### src/rtl/glyph_row_fetch.sv
// glyph_row_fetch: latches one character code, reads its glyph rows from the font ROM and
// streams them out in order through a 2-entry buffer that absorbs the ROM read latency.
module glyph_row_fetch #(
    parameter int unsigned ROWS   = 16,
    parameter int unsigned CODE_W = 8,
    parameter int unsigned DATA_W = 8
) (
    input  logic                           clk,
    input  logic                           reset,
    input  logic                           char_valid,
    output logic                           char_ready,
    input  logic [CODE_W-1:0]              char_code,
    output logic [CODE_W+$clog2(ROWS)-1:0] rom_ad,
    output logic                           rom_ce,
    output logic                           rom_oce,
    input  logic [DATA_W-1:0]              rom_dout,
    output logic                           row_valid,
    input  logic                           row_ready,
    output logic [DATA_W-1:0]              row_data,
    output logic [$clog2(ROWS)-1:0]        row_idx,
    output logic                           row_last,
    output logic                           busy
);
    localparam int unsigned RW = $clog2(ROWS);
    localparam logic [RW-1:0] LastRow = RW'(ROWS - 1);

    typedef enum logic [1:0] {StIdle, StFetch, StDrain} state_t;

    state_t              r_state;
    state_t              w_state_d;
    logic [CODE_W-1:0]   r_code;
    logic [CODE_W-1:0]   w_code_d;
    logic [RW-1:0]       r_issue_row;
    logic [RW-1:0]       w_issue_row_d;
    logic                r_inflight;
    logic [RW-1:0]       r_cap_idx;
    logic [1:0]          r_occ;
    logic [1:0]          w_occ_d;
    logic [DATA_W-1:0]   r_head_data;
    logic [DATA_W-1:0]   w_head_data_d;
    logic [RW-1:0]       r_head_idx;
    logic [RW-1:0]       w_head_idx_d;
    logic [DATA_W-1:0]   r_tail_data;
    logic [DATA_W-1:0]   w_tail_data_d;
    logic [RW-1:0]       r_tail_idx;
    logic [RW-1:0]       w_tail_idx_d;
    logic                w_issue;
    logic                w_pop;
    logic                w_push;
    logic [2:0]          w_pend;

    assign w_pop  = (r_occ != 2'd0) && row_ready;
    assign w_push = r_inflight;
    // Rows that will still be held or in flight after this cycle's pop.
    assign w_pend = {1'b0, r_occ} + {2'b00, r_inflight} - {2'b00, w_pop};

    always_comb begin
        w_state_d     = r_state;
        w_code_d      = r_code;
        w_issue_row_d = r_issue_row;
        w_issue       = 1'b0;
        case (r_state)
            StIdle: begin
                if (char_valid) begin
                    w_state_d     = StFetch;
                    w_code_d      = char_code;
                    w_issue_row_d = '0;
                end
            end
            StFetch: begin
                if (w_pend < 3'd2) begin
                    w_issue       = 1'b1;
                    w_issue_row_d = r_issue_row + RW'(1);
                    if (r_issue_row == LastRow) begin
                        w_state_d = StDrain;
                    end
                end
            end
            StDrain: begin
                if (w_pend == 3'd0) begin
                    w_state_d = StIdle;
                end
            end
            default: w_state_d = StIdle;
        endcase
    end

    always_comb begin
        w_occ_d       = r_occ;
        w_head_data_d = r_head_data;
        w_head_idx_d  = r_head_idx;
        w_tail_data_d = r_tail_data;
        w_tail_idx_d  = r_tail_idx;
        case ({w_push, w_pop})
            2'b10: begin
                if (r_occ == 2'd0) begin
                    w_head_data_d = rom_dout;
                    w_head_idx_d  = r_cap_idx;
                end else begin
                    w_tail_data_d = rom_dout;
                    w_tail_idx_d  = r_cap_idx;
                end
                w_occ_d = r_occ + 2'd1;
            end
            2'b01: begin
                w_head_data_d = r_tail_data;
                w_head_idx_d  = r_tail_idx;
                w_occ_d       = r_occ - 2'd1;
            end
            2'b11: begin
                if (r_occ == 2'd2) begin
                    w_head_data_d = r_tail_data;
                    w_head_idx_d  = r_tail_idx;
                    w_tail_data_d = rom_dout;
                    w_tail_idx_d  = r_cap_idx;
                end else begin
                    w_head_data_d = rom_dout;
                    w_head_idx_d  = r_cap_idx;
                end
            end
            default: ;
        endcase
    end

    always_ff @(posedge clk) begin
        if (reset) begin
            r_state     <= StIdle;
            r_code      <= '0;
            r_issue_row <= '0;
            r_inflight  <= 1'b0;
            r_cap_idx   <= '0;
            r_occ       <= 2'd0;
            r_head_data <= '0;
            r_head_idx  <= '0;
            r_tail_data <= '0;
            r_tail_idx  <= '0;
        end else begin
            r_state     <= w_state_d;
            r_code      <= w_code_d;
            r_issue_row <= w_issue_row_d;
            r_inflight  <= w_issue;
            if (w_issue) begin
                r_cap_idx <= r_issue_row;
            end
            r_occ       <= w_occ_d;
            r_head_data <= w_head_data_d;
            r_head_idx  <= w_head_idx_d;
            r_tail_data <= w_tail_data_d;
            r_tail_idx  <= w_tail_idx_d;
        end
    end

    // Reset gates the request/read strobes so nothing is issued while state is being cleared.
    assign char_ready = (r_state == StIdle) && !reset;
    assign busy       = (r_state != StIdle);
    assign rom_ce     = w_issue && !reset;
    assign rom_ad     = rom_ce ? {r_code, r_issue_row} : '0;
    assign rom_oce    = 1'b1;
    assign row_valid  = (r_occ != 2'd0);
    assign row_data   = r_head_data;
    assign row_idx    = r_head_idx;
    assign row_last   = row_valid && (r_head_idx == LastRow);

endmodule
### config.mk
export PLATFORM = sky130hd
export DESIGN_NAME = glyph_row_fetch
export DESIGN_NICKNAME = d
export VERILOG_FILES = /design/src/rtl/glyph_row_fetch.sv
export SDC_FILE = /design/constraint.sdc
export NUM_CORES = 1
export LEC_CHECK = 0
export ABC_CLOCK_PERIOD_IN_PS = 5370
export CAP_MARGIN = 20
export CORE_MARGIN = 3
export CORE_UTILIZATION = 53
export DETAILED_ROUTE_END_ITERATION = 12
export GPL_TIMING_DRIVEN = 0
export MAX_ROUTING_LAYER = met4
export PLACE_DENSITY = 0.84
export SYNTH_ARGS = -nofsm -noshare
export SYNTH_HDL_FRONTEND = slang
export SYNTH_SLANG_ARGS = --single-unit
### constraint.sdc
create_clock -name clk -period 5.37 [get_ports clk]
set_clock_uncertainty 0.2 [all_clocks]
set_input_delay 1.074 -clock clk [delete_from_list [all_inputs] [get_ports clk]]
set_output_delay 1.074 -clock clk [all_outputs]
set_load 0.02 [all_outputs]
==> Yosys cells after proc, flatten, opt, wreduce, memory -nomap -nowiden <==
Cells that the tools add are included.
{ "totals": {"register_bits": 45, "in_bits": 20, "output_inout_bits": 30, "elab_cells": 74} }
{ "classes": {"add_sub_neg": 5, "order_cmp": 1, "eq_ne": 15, "muxes": 24, "n_reduce_logical": 19} }
{ "ops": {"columns": ["cell", "n"], "rows": [
  ["two-way mux 8 bit", 4],
  ["two-way mux 4 bit", 6],
  ["one-hot mux 8 bit (3 select lines)", 1],
  ["one-hot mux 4 bit (2 select lines)", 2],
  ["one-hot mux 8 bit (2 select lines)", 1],
  ["!= test 2 bit, second input constant", 7],
  ["two-way mux 12 bit", 1],
  ["one-hot mux 4 bit (3 select lines)", 1],
  ["nonzero test 2 bit", 5],
  ["== test 2 bit, second input constant", 4],
  ["== test 4 bit, second input constant", 2],
  ["two-way mux 2 bit", 4],
  ["one-hot mux 2 bit (3 select lines)", 1],
  ["AND reduction 3 bit", 2],
  ["adder 4 x 1 -> 4 bit, second input constant", 1],
  ["== test 2 x 1 -> 1 bit, second input constant", 2],
  ["logical AND 1 bit", 4],
  ["zero test 2 bit", 2],
  ["one-hot mux 2 bit (2 select lines)", 1],
  ["AND reduction 2 bit", 2],
  ["AND reduction 4 bit", 1],
  ["adder 2 x 1 -> 3 bit", 1],
  ["zero test 3 bit", 1],
  ["< comparator 3 x 2 -> 1 bit, second input constant", 1],
  ["6 further kinds", 7]
]} }

==> Depth between registers and ports, before layout <==
Gate-level depths: netlist (run 1).
{ "depth": {"word_depth": 8, "depth_mapped": 10, "depth_no_buf": 8} }

==> Worst setup path before layout (run 1) <==
OpenSTA, ideal clock, no wires.
{ "synth_path": {"path_kind": "input to output", "start": "in row_ready", "end": "out rom_ad[10]", "arrival_time_ps": 3069, "t_required_ps": 4096, "path_slack_ps": 1027, "stages": 9, "path_buffers": 1, "path_cell_list": "and3b_1 > or2_2 > ha_1 > inv_1 > fa_1 > nand3b_1 > nor3_1 > clkbuf_1 > and2_1"} }
{ "synth_via": {"elab_chain_cells": 7} }
{ "synth_rtl": {"columns": ["element", "line_no", "source"], "rows": [
  ["start, declared", "18", "input logic row_ready,"],
  ["logical AND 1 bit", "52", "assign w_pop = (r_occ != 2'd0) && row_ready;"],
  ["subtractor 3 x 1 -> 3 bit", "55", "assign w_pend = {1'b0, r_occ} + {2'b00, r_inflight} - {2'b00, w_pop};"],
  ["< comparator 3 x 2 -> 1 bit", "71", "if (w_pend < 3'd2) begin"],
  ["two-way mux 1 bit", "71", null],
  ["two-way mux 1 bit", "62", "case (r_state)"],
  ["logical AND 1 bit", "156", "assign rom_ce = w_issue && !reset;"],
  ["named net rom_ce", "14", "output logic rom_ce,"],
  ["two-way mux 12 bit", "157", "assign rom_ad = rom_ce ? {r_code, r_issue_row} : '0;"],
  ["end, declared", "13", "output logic [CODE_W+$clog2(ROWS)-1:0] rom_ad,"]
]} }
The timed path passes the listed nets, and every way through them passes these cells.

==> Final worst setup path (run 1) <==
{ "layout_path": {"start": "in row_ready", "end": "out rom_ad[2]"} }
{ "layout_via": {"elab_chain_cells": 7} }
{ "layout_rtl": {"columns": ["element", "line_no"], "rows": [
  ["logical AND 1 bit", "52"],
  ["subtractor 3 x 1 -> 3 bit", "55"],
  ["< comparator 3 x 2 -> 1 bit", "71"],
  ["two-way mux 1 bit", "71"],
  ["two-way mux 1 bit", "62"],
  ["logical AND 1 bit", "156"],
  ["two-way mux 12 bit", "157"]
]} }
Every way passes these cells.

==> metrics.cfg, run 1 <==
[timing]
final-max-slew-violation-count = 0
rsz0062_at_grt = no
period_minus_slack_ns = 5.16
setup_violations = 0
slew_headroom_pct = 56.9
max_freq_mhz = 194
setup_ws_ns = 0.207
worstMarginPinSlew_ns = 0.644
tns_ns = 0
fin_crit_sh_pct = 96.1
hold_viol = 0

[critical_path]
start_kind = primary input
rr_worst_depth = 10
r2r_slack_ns = 2.25
path_class = in -> out
slowest_stage = clkdlybuf4s50_1
critPathMaxStageDelay_ns = 0.60
cp_data_arrival_time_ns = 3.89
path_cells = dlygate4sd2_1, and3b_2, or2_2, ha_1, inv_1, fa_1, nand3b_1, nor3_4, clkbuf_4, and2_1, clkdlybuf4s50_1
worst_r2r_endpoint = r_issue_row[3]$_SDFFE_PP0P_
required_ns = 4.10
rr_startpoint = r_occ[1]$_SDFFE_PP0P_
worst_setup_path_end_kind = output pin
crit_fanout = 10

[power]
leakagePower_uw = 0.000963
irDropWorstVdd_v = 0.000164
finalPower_uw = 754
powerDensity_nw_per_um2 = 270

[clock_network]
cts_root_buffer = clkbuf_8
cts_htree_levels = 2
clk_pin_slew_ns = 0.08
clockBufferDepth = 2
numClockSinks = 45
cts_tree = built
cts_buffers = 5
clk_latency_ns = 0.30
cts_setup_buffers = 0

[cells_and_area]
drive_gt1_share_pct = 7.57
fin_nets = 340
areaGrowthSynthToFinish_pct = 30.8
fin_area_um2 = 2790
n_antenna_cell = 0

[floorplanning]
initial_core_util_pct = 56.6
die_w_um = 69.4
fp.dieH_um = 69.4
ios = 50
rows = 22
core_area_um2 = 3770
dieArea_um2 = 4820

[routing]
wire_per_inst_um = 13.8
ant_nets = 0
drt_iter0_drc = 98
first_pass_iters = 4
vias = 2062
wl_um = 5040
avgViaCountPerCell = 5.65
drcViolationCount = 0

[grt]
grt_pass1_vias = 1849
grt_pass1_wl_um = 8370
grt_max_degree = 14
grt.total_usage_pct = 21.7
antenna_found_initial = 0
grt-ovfl-total = 0

[flow_run]
maxCapViolCount = 0

[logic_synthesis]
synth_cell_types = 43
async_flop_share_pct = 0
synth.cell_area_um2 = 2130
ys_seq_elements = 45
synthCells = 262
yosysTopAreaCellShare_pct = 42.2
yosysSeqAreaShare_pct = 42.2
synth.avg_cell_area_um2 = 8.14
yosysWarnings = 0
yosys-top-cells-count = dfxtp_1, nand3_1, o21ai_0
synth_nets = 285
synthFlopType = dfxtp_1
yosys.area.top_type = dfxtp_1
synth.most_common_cell = dfxtp_1
synth_edf_count = 0
synth.area.top_cells = dfxtp_1, nand3_1, o21ai_0, a21oi_1, a311oi_1

[hold_path]
min_to = r_code[6]$_SDFFE_PP0P_
hp-class = reg -> reg
min_path_cells = 2
hold_start = r_code[6]$_SDFFE_PP0P_

[outcome]
status = completed

[placed_design]
dp_hpwl_um = 3650
postPlaceCellArea_um2 = 2670
place.gp.congestion = 0.906
io_buffers = 48
dp_slack_ns = -0.311

## metrics by stage
| step | hold WS (ns) | util, % | instances |
|---|---|---|---|
| 6_report | 0.258 | 74.0 | 365 |
| 5_1_grt | 0.272 | 74.0 | 365 |
| 4_1_cts | 0.258 | 73.8 | 365 |
| 3_5_place_dp | 0.246 | 70.9 | 358 |
| 3_3_place_gp | 0.237 | 70.9 | 358 |
| 2_1_floorplan | 0.232 | - | 262 |
## sequential cells by signal, summed over array words and instances (netlist names)
register / cells
r_inflight: 1
r_tail_idx: 4
row_data: 8
r_tail_data: 8
r_code: 8
r_cap_idx: 4
r_issue_row: 4
r_state: 2
r_occ: 2
row_idx: 4
## timing repair
| item | 4_1_cts | 5_1_grt |
|---|---|---|
| resized for setup | 6 | 2 |
| hold buffers | 0 | 0 |
| endpoints found under the hold margin | 0 | 0 |
| setup endpoints to repair | 10 | 7 |
## final cells by class
type / instances / area [µm²]
plain buffers: 24 / 104
clock buffers: 5 / 68.8
clock inverters: 2 / 35.0
fillers: 314 / 981
inverters: 5 / 18.8
multi-input cells: 188 / 1130
flip-flops and latches: 45 / 901
well taps: 48 / 60.1
repair buffers: 48 / 477
## per-layer routing
layer | vias to the layer above | global-route usage, % | routed length, µm
met2 | 68 | 36.8 | 2500
li1 | 1055 | - | -
met1 | 934 | 24.7 | 2120
met4 | 0 | 7.16 | 59
met3 | 5 | 5.94 | 362
met5 | - | - | 0
## placed cells by master (no fill, tap or decap), types with 2 or more instances in the layout
master and count:
nand3b_1 2, a21oi_1 27, nand4_1 2, nand2_1 17, clkbuf_8 5, a311oi_1 12, nor3_1 14, nor2b_1 2
nor3b_1 3, nor3b_2 2, clkbuf_1 17, and2_1 12, dlygate4sd2_1 3, o211ai_1 2, nand3_1 32, or2_2 2
a21bo_2 2, o21ai_0 30, ha_1 2, buf_2 5, dfxtp_1 45, inv_1 4, clkdlybuf4s50_1 45, nor2_1 2
or3_1 2
## power breakdown
part | switching, µW | internal [µW]
Clock | 111 | 135
Sequential | 11.3 | 351
Combinational | 80.7 | 64.6
Total | 203 | 551
## critical path: cells and delay by family
family        cells  cell delay [ns]
buf+inv           4             1.21
simple gates      5             0.89
fa+ha+maj         2             0.70
## kinds of logic after synthesis
group / synth area share (%)
and+or+nand+nor: 25.7
AOI/OAI and AO/OA: 22.9
DFF: 42.2
buffers and inverters: 5.57
adders and majority gates: 2.11
xor gates and xnor gates: 0.821
other: 0.176
muxes: 0.469
## worst max-delay path by stage
stage	startpoint	end	slack, ns
5_1_grt	row_ready	rom_ad[7]	0.01
2_1_floorplan	row_ready	rom_ad[10]	1.03
4_1_cts	row_ready	rom_ad[2]	0.20
6_report	row_ready	rom_ad[2]	0.21
3_3_place_gp	row_ready	rom_ad[3]	-0.24
3_5_place_dp	row_ready	rom_ad[8]	-0.31
Note: power is estimated with default switching activity, not from simulation.
==> run 2: changes to the inputs <==
==> config.mk (replaced) <==
export PLATFORM = sky130hd
export DESIGN_NAME = glyph_row_fetch
export DESIGN_NICKNAME = d
export VERILOG_FILES = /design/src/rtl/glyph_row_fetch.sv
export SDC_FILE = /design/constraint.sdc
export NUM_CORES = 1
export LEC_CHECK = 0
export ABC_CLOCK_PERIOD_IN_PS = 4200
export CAP_MARGIN = 20
export CORE_MARGIN = 3
export CORE_UTILIZATION = 45
export DETAILED_ROUTE_END_ITERATION = 12
export GPL_TIMING_DRIVEN = 0
export MAX_ROUTING_LAYER = met4
export PLACE_DENSITY = 0.76
export SLEW_MARGIN = 20
export SYNTH_ARGS = -nofsm -noshare
export SYNTH_HDL_FRONTEND = slang
export SYNTH_SLANG_ARGS = --single-unit
==> constraint.sdc (replaced) <==
create_clock -name clk -period 4.2 [get_ports clk]
set_clock_uncertainty 0.2 [all_clocks]
set_input_delay 0.84 -clock clk [delete_from_list [all_inputs] [get_ports clk]]
set_output_delay 0.84 -clock clk [all_outputs]
set_load 0.02 [all_outputs]
==> run 2 against run 1 <==
  * Global-route usage is 1.6 points lower
  * Non-clock buffer count rose by 1
  * First-iteration DRC count rose by 22%
  * Largest power group unchanged
  * Highest routed layer unchanged
==> metrics.cfg, run 2 (synthesis gave the netlist of run 1 again) <==
[routing]
wire_per_inst_um = 13.9  ; was 13.8 µm
drt_iter0_drc = 120  ; was 98
first_pass_iters = 5  ; was 4
avgViaCountPerCell = 5.55  ; was 5.65
vias = 2060  ; was 2062
ant_nets = 0  ; unchanged
wl_um = 5140  ; was 5040 µm
drcViolationCount = 0  ; unchanged

[timing]
max_freq_mhz = 248
period_minus_slack_ns = 4.04
rsz0062_at_grt = no  ; unchanged
worstMarginPinSlew_ns = 0.615  ; was 0.644 ns
final-max-slew-violation-count = 0  ; unchanged
hold_viol = 0  ; unchanged
fin_crit_sh_pct = 96.1
slew_headroom_pct = 58.8  ; was 56.9%
setup_violations = 0  ; unchanged

[clock_network]
cts_buffers = 5  ; unchanged
cts_tree = built  ; unchanged
clk_latency_ns = 0.30  ; about the same
clk_pin_slew_ns = 0.08  ; about the same
cts_htree_levels = 2  ; unchanged
clockBufferDepth = 2  ; unchanged
cts_root_buffer = clkbuf_8  ; unchanged
numClockSinks = 45  ; unchanged

[placed_design]
place.gp.congestion = 0.871  ; was 0.906
io_buffers = 48  ; unchanged
place_inst = 362  ; was 358
dp_hpwl_um = 3750  ; was 3650 µm

[critical_path]
cp_data_arrival_time_ns = 3.00  ; was 3.89 ns
slowest_stage = fa_2  ; was clkdlybuf4s50_1
worst_setup_path_end_kind = output pin  ; unchanged
start_kind = primary input  ; unchanged
r2r_slack_ns = 1.16  ; was 2.25 ns
crit_fanout = 8  ; was 10
path_cells = buf_2, and3b_2, or2_2, ha_1, inv_1, fa_2, nand3b_1, nor3_4, and2_1, dlygate4sd2_1  ; was dlygate4sd2_1, and3b_2, or2_2, ha_1, inv_1, fa_1, nand3b_1, nor3_4, clkbuf_4, and2_1, clkdlybuf4s50_1
path_class = in -> out  ; unchanged
required_ns = 3.16  ; was 4.10 ns
critPathMaxStageDelay_ns = 0.57  ; was 0.60 ns

[cells_and_area]
areaGrowthSynthToFinish_pct = 30.3  ; was 30.8%
fin_nets = 341  ; was 340
drive_gt1_share_pct = 11.9  ; was 7.57%
n_antenna_cell = 0  ; unchanged
layout_commonest_cell = dfxtp_1
final_cell_mix = dfxtp_1, clkdlybuf4s50_1, nand3_1  ; was clkdlybuf4s50_1, dfxtp_1, nand3_1
final_cells = 371  ; was 365
fill_cells = 430  ; was 314

[grt]
grt.total_usage_pct = 20.1  ; was 21.7%
grt-ovfl-total = 0  ; unchanged
grt_max_degree = 15  ; was 14
grt_pass1_wl_um = 8600  ; was 8370 µm
grt_pass1_vias = 1933  ; was 1849
antenna_found_initial = 0  ; unchanged

[floorplanning]
ios = 50  ; unchanged
initial_core_util_pct = 47.7  ; was 56.6%
rows = 24  ; was 22
fp.dieH_um = 74.9  ; was 69.4 µm
core_area_um2 = 4470  ; was 3770 µm²
die_w_um = 74.9  ; was 69.4 µm
dieArea_um2 = 5600  ; was 4820 µm²

[power]
p_int_uw = 725  ; was 551 µW
p_sw_uw = 267  ; was 203 µW
leakagePower_uw = 0.000995  ; was 0.000963 µW
finalPower_uw = 991  ; was 754 µW
swShare_pct = 26.9  ; about the same
irDropWorstVdd_v = 0.000183  ; was 0.000164 V
pwr-share-comb_pct = 18.7  ; was 19.3%
powerDensity_nw_per_um2 = 357  ; was 270 nW/µm²
sequentialPowerShare_pct = 46.7  ; was 48.1%
power.share.clock_pct = 34.6  ; was 32.6%

[flow_run]
maxCapViolCount = 0  ; unchanged

[outcome]
status = completed  ; unchanged

[hold_path]
hp-class = reg -> reg  ; unchanged

[run 2: stage by stage]
| stage | setup TNS, ns | instance area (µm²) | setup WS, ns | utilization [%] | hold slack (ns) |
|---|---|---|---|---|---|
| 2_1_floorplan | 0 | 2130 | 0.325 | - | 0.232 |
| 3_3_place_gp | -11.23 | 2680 | -0.968 | 59.9 | 0.238 |
| 3_5_place_dp | -11.64 | 2680 | -1.00 | 59.9 | 0.244 |
| 4_1_cts | 0 | 2830 | 0.00489 | 63.3 | 0.255 |
| 5_1_grt | 0 | 2780 | 0.0172 | 62.1 | 0.274 |
| 6_report | 0 | 2780 | 0.164 | 62.1 | 0.254 |
[run 2: what timing repair did]
item	CTS	global route
gates cloned	0	0
hold endpoints to repair	0	0
pin swaps	0	1
hold buffers	0	0
endpoints found under the setup margin	13	11
setup buffers	1	0
gates resized for setup	35	13
[run 2: critical path: cells and delay by family]
kind          cells  cell delay (ns)
simple gates      5             0.92
buf+inv           3             0.54
fa+ha+maj         2             0.69
[run 2: area by class of cell]
cell class | count | area (µm²) | share of cell area (%)
Tap cell | 52 | 65.1 | 2.34
Clock buffer | 6 | 82.6 | 2.97
Inverter | 5 | 18.8 | 0.675
Buffer | 24 | 111 | 4.01
Multi-Input combinational cell | 188 | 1130 | 40.7
Timing Repair Buffer | 49 | 433 | 15.6
Sequential cell | 45 | 901 | 32.4
Clock inverter | 2 | 37.5 | 1.35
[run 2: power by group through the flow]
stage / Clock (µW) / Combinational (µW) / Sequential [µW]
3_3_place_gp: 0 / 183 / 473
3_5_place_dp: 0 / 184 / 474
5_1_grt: 367 / 205 / 466
2_1_floorplan: 0 / 94.2 / 486
4_1_cts: 347 / 186 / 463
6_report: 343 / 185 / 463
[run 2: final timing paths]
check                                             from                           to  cells past startpoint
worst max register to register   r_occ[1]$_SDFFE_PP0P_  r_issue_row[3]$_SDFFE_PP0P_                     10
worst min register to register  r_code[2]$_SDFFE_PP0P_       r_code[2]$_SDFFE_PP0P_                      2
worst min-delay path            r_code[2]$_SDFFE_PP0P_       r_code[2]$_SDFFE_PP0P_                      2
worst max-delay path                         row_ready                   rom_ad[11]                     10
[run 2: per-layer routing]
metal,wire [µm],GRT usage [%],vias up
met4,61,5.93,0
met5,0,-,-
li1,-,-,1063
met3,248,4.54,9
met2,2360,30.9,58
met1,2470,26.4,930
==> run 3: changes to the inputs <==
--- a/config.mk
+++ b/config.mk
@@ -13,6 +13,7 @@
 export GPL_TIMING_DRIVEN = 0
 export MAX_ROUTING_LAYER = met4
 export PLACE_DENSITY = 0.76
+export SKIP_LAST_GASP = 1
 export SLEW_MARGIN = 20
 export SYNTH_ARGS = -nofsm -noshare
 export SYNTH_HDL_FRONTEND = slang
==> run 3 against run 2 <==
  * Critical path depth up 1
  * Highest routed layer unchanged
  * Fmax is 2.3% lower
  * Core utilization up 0.42 points
  * Register-to-register slack lost 0.05 ns
  * Via count is 0.87% higher
  * Setup slack got worse by 0.097 ns
  * Combinational power hardly changed
  * Final area up 0.67%
  * Power increased by 0.18%
==> metrics.cfg, run 3 (synthesis gave the netlist of run 1 again) <==
[hold_path]
hold_start = r_code[0]$_SDFFE_PP0P_  ; was r_code[2]$_SDFFE_PP0P_
min_to = r_code[0]$_SDFFE_PP0P_  ; was r_code[2]$_SDFFE_PP0P_
min_path_cells = 2  ; unchanged
hp-class = reg -> reg  ; unchanged

[timing]
tns_ns = 0  ; unchanged
setup_ws_ns = 0.0673  ; was 0.164 ns
slew_headroom_pct = 60.4  ; was 58.8%
max_freq_mhz = 242  ; was 248 MHz
fin_crit_sh_pct = 98.4  ; was 96.1%
period_minus_slack_ns = 4.13  ; was 4.04 ns
setup_violations = 0  ; unchanged
hold_viol = 0  ; unchanged
rsz0062_at_grt = yes  ; was no
final-max-slew-violation-count = 0  ; unchanged
worstMarginPinSlew_ns = 0.591  ; was 0.615 ns

[critical_path]
crit_fanout = 8  ; unchanged
cp_top_family = simple AND/OR/NAND/NOR gates  ; unchanged
critical_path_buf_inv_count = 4  ; was 3
required_ns = 3.16  ; about the same
worst_setup_path_end_kind = output pin  ; unchanged
rr_worst_depth = 10  ; unchanged
rr_startpoint = r_occ[1]$_SDFFE_PP0P_  ; unchanged
crit_cells = 11  ; was 10
path_class = in -> out  ; unchanged
start_kind = primary input  ; unchanged
slowest_stage = fa_2  ; unchanged
r2r_slack_ns = 1.11  ; was 1.16 ns
critPathMaxStageDelay_ns = 0.57  ; about the same
path_cells = buf_2, and3b_2, or2_2, ha_1, inv_1, fa_2, nand3b_1, nor3_4, buf_4, and2_1, dlygate4sd2_1  ; was buf_2, and3b_2, or2_2, ha_1, inv_1, fa_2, nand3b_1, nor3_4, and2_1, dlygate4sd2_1
cp_data_arrival_time_ns = 3.09  ; was 3.00 ns
worst_r2r_endpoint = r_issue_row[3]$_SDFFE_PP0P_  ; unchanged

[grt]
grt_pass1_wl_um = 8600  ; unchanged
grt.total_usage_pct = 20.1  ; unchanged
grt_max_degree = 15  ; unchanged
grt_pass1_vias = 1933  ; unchanged
grt-ovfl-total = 0  ; unchanged
antenna_found_initial = 0  ; unchanged

[placed_design]
dp_slack_ns = -1.00  ; unchanged
dp_hpwl_um = 3750  ; unchanged
postPlaceCellArea_um2 = 2680  ; unchanged
place.gp.congestion = 0.871  ; unchanged
io_buffers = 48  ; unchanged
place_inst = 362  ; unchanged

[power]
irDropWorstVdd_v = 0.000183  ; about the same
swShare_pct = 26.9  ; about the same
p_sw_uw = 267  ; about the same
pwr-share-comb_pct = 18.8  ; was 18.7%
sequentialPowerShare_pct = 46.6  ; was 46.7%
p_int_uw = 726  ; was 725 µW
leakagePower_uw = 0.000997  ; was 0.000995 µW
powerDensity_nw_per_um2 = 355  ; was 357 nW/µm²
power.share.clock_pct = 34.6  ; about the same

[cells_and_area]
fin_nets = 342  ; was 341
n_antenna_cell = 0  ; unchanged
areaGrowthSynthToFinish_pct = 31.2  ; was 30.3%
drive_gt1_share_pct = 11.9  ; about the same
final_cell_mix = dfxtp_1, clkdlybuf4s50_1, nand3_1  ; unchanged
fill_cells = 428  ; was 430
final_cells = 372  ; was 371
layout_commonest_cell = dfxtp_1  ; unchanged
fin_area_um2 = 2800  ; was 2780 µm²

[floorplanning]
die_w_um = 74.9  ; unchanged
fp.dieH_um = 74.9  ; unchanged
rows = 24  ; unchanged
initial_core_util_pct = 47.7  ; unchanged
ios = 50  ; unchanged
dieArea_um2 = 5600  ; unchanged
core_area_um2 = 4470  ; unchanged

[routing]
drt_iter0_drc = 89  ; was 120
drcViolationCount = 0  ; unchanged
ant_nets = 0  ; unchanged
wl_um = 5170  ; was 5140 µm
vias = 2078  ; was 2060
avgViaCountPerCell = 5.59  ; was 5.55
wire_per_inst_um = 13.9  ; about the same
first_pass_iters = 4  ; was 5

[clock_network]
numClockSinks = 45  ; unchanged
cts_htree_levels = 2  ; unchanged
ctsHoldBuffers = 0  ; unchanged
cts_buffers = 5  ; unchanged
cts_tree = built  ; unchanged
clk_latency_ns = 0.30  ; about the same
cts_root_buffer = clkbuf_8  ; unchanged
clockBufferDepth = 2  ; unchanged
clk_pin_slew_ns = 0.08  ; about the same

[flow_run]
maxCapViolCount = 0  ; unchanged

[outcome]
status = completed  ; unchanged

==> run 3: cell types whose count changed in the layout (fill, tap and decap cells not counted), sizes merged <==
cell           before  now
clkdlybuf4s15       0    2
buf                12   11
==> run 3: worst register-to-register path, cell delays in order, from the launching register on <==
cell and delay, ns:
dfxtp_1 0.38, buf_2 0.24, and3b_2 0.22, or2_2 0.10, ha_1 0.12, inv_1 0.05, fa_2 0.57, nand3b_1 0.16
buf_2 0.22, or4_1 0.49, a211oi_1 0.26
==> run 3: worst max path at each step <==
stage                         start         end  slack [ns]
final                     row_ready   rom_ad[0]        0.07
after global routing      row_ready   rom_ad[0]       -0.05
after CTS                 row_ready   rom_ad[7]       -0.03
after detailed placement  row_ready  rom_ad[10]       -1.00
after global placement    row_ready  rom_ad[10]       -0.97
after floorplan           row_ready  rom_ad[10]        0.33
==> run 3: per-layer routing <==
layer,GRT usage (%),vias up,wire length [µm]
li1,-,1065,-
met1,26.4,938,2470
met2,30.9,64,2360
met3,4.54,11,273
met4,5.93,0,70
met5,-,-,0
==> run 3: area by class of cell <==
class | instances | area [µm²] | share of cell area, %
Clock inverter | 2 | 37.5 | 1.34
Inverter | 5 | 18.8 | 0.671
Tap cell | 52 | 65.1 | 2.32
Sequential cell | 45 | 901 | 32.2
Timing Repair Buffer | 50 | 452 | 16.1
Multi-Input combinational cell | 188 | 1130 | 40.4
Buffer | 24 | 111 | 3.98
Clock buffer | 6 | 82.6 | 2.95
==> run 3: power groups by stage <==
stage	registers, µW	logic (µW)	clock network, µW
after CTS	463	186	347
after detailed placement	474	184	0
after floorplan	486	94.2	0
after global routing	466	206	367
final	463	187	343
after global placement	473	183	0
==> run 3: timing repair <==
action                     CTS  global route
buffers inserted             1             1
cloned                       0             0
gates resized for setup     33            12
setup endpoints to repair   13            11
pin swaps                    0             1
==> run 3: stage by stage <==
| stage | total power [µW] | hold slack (ns) | util (%) |
|---|---|---|---|
| after floorplan | 580 | 0.232 | - |
| after global placement | 656 | 0.238 | 59.9 |
| after detailed placement | 658 | 0.244 | 59.9 |
| after CTS | 997 | 0.255 | 63.2 |
| after global routing | 1040 | 0.275 | 62.6 |
| final | 993 | 0.254 | 62.6 |
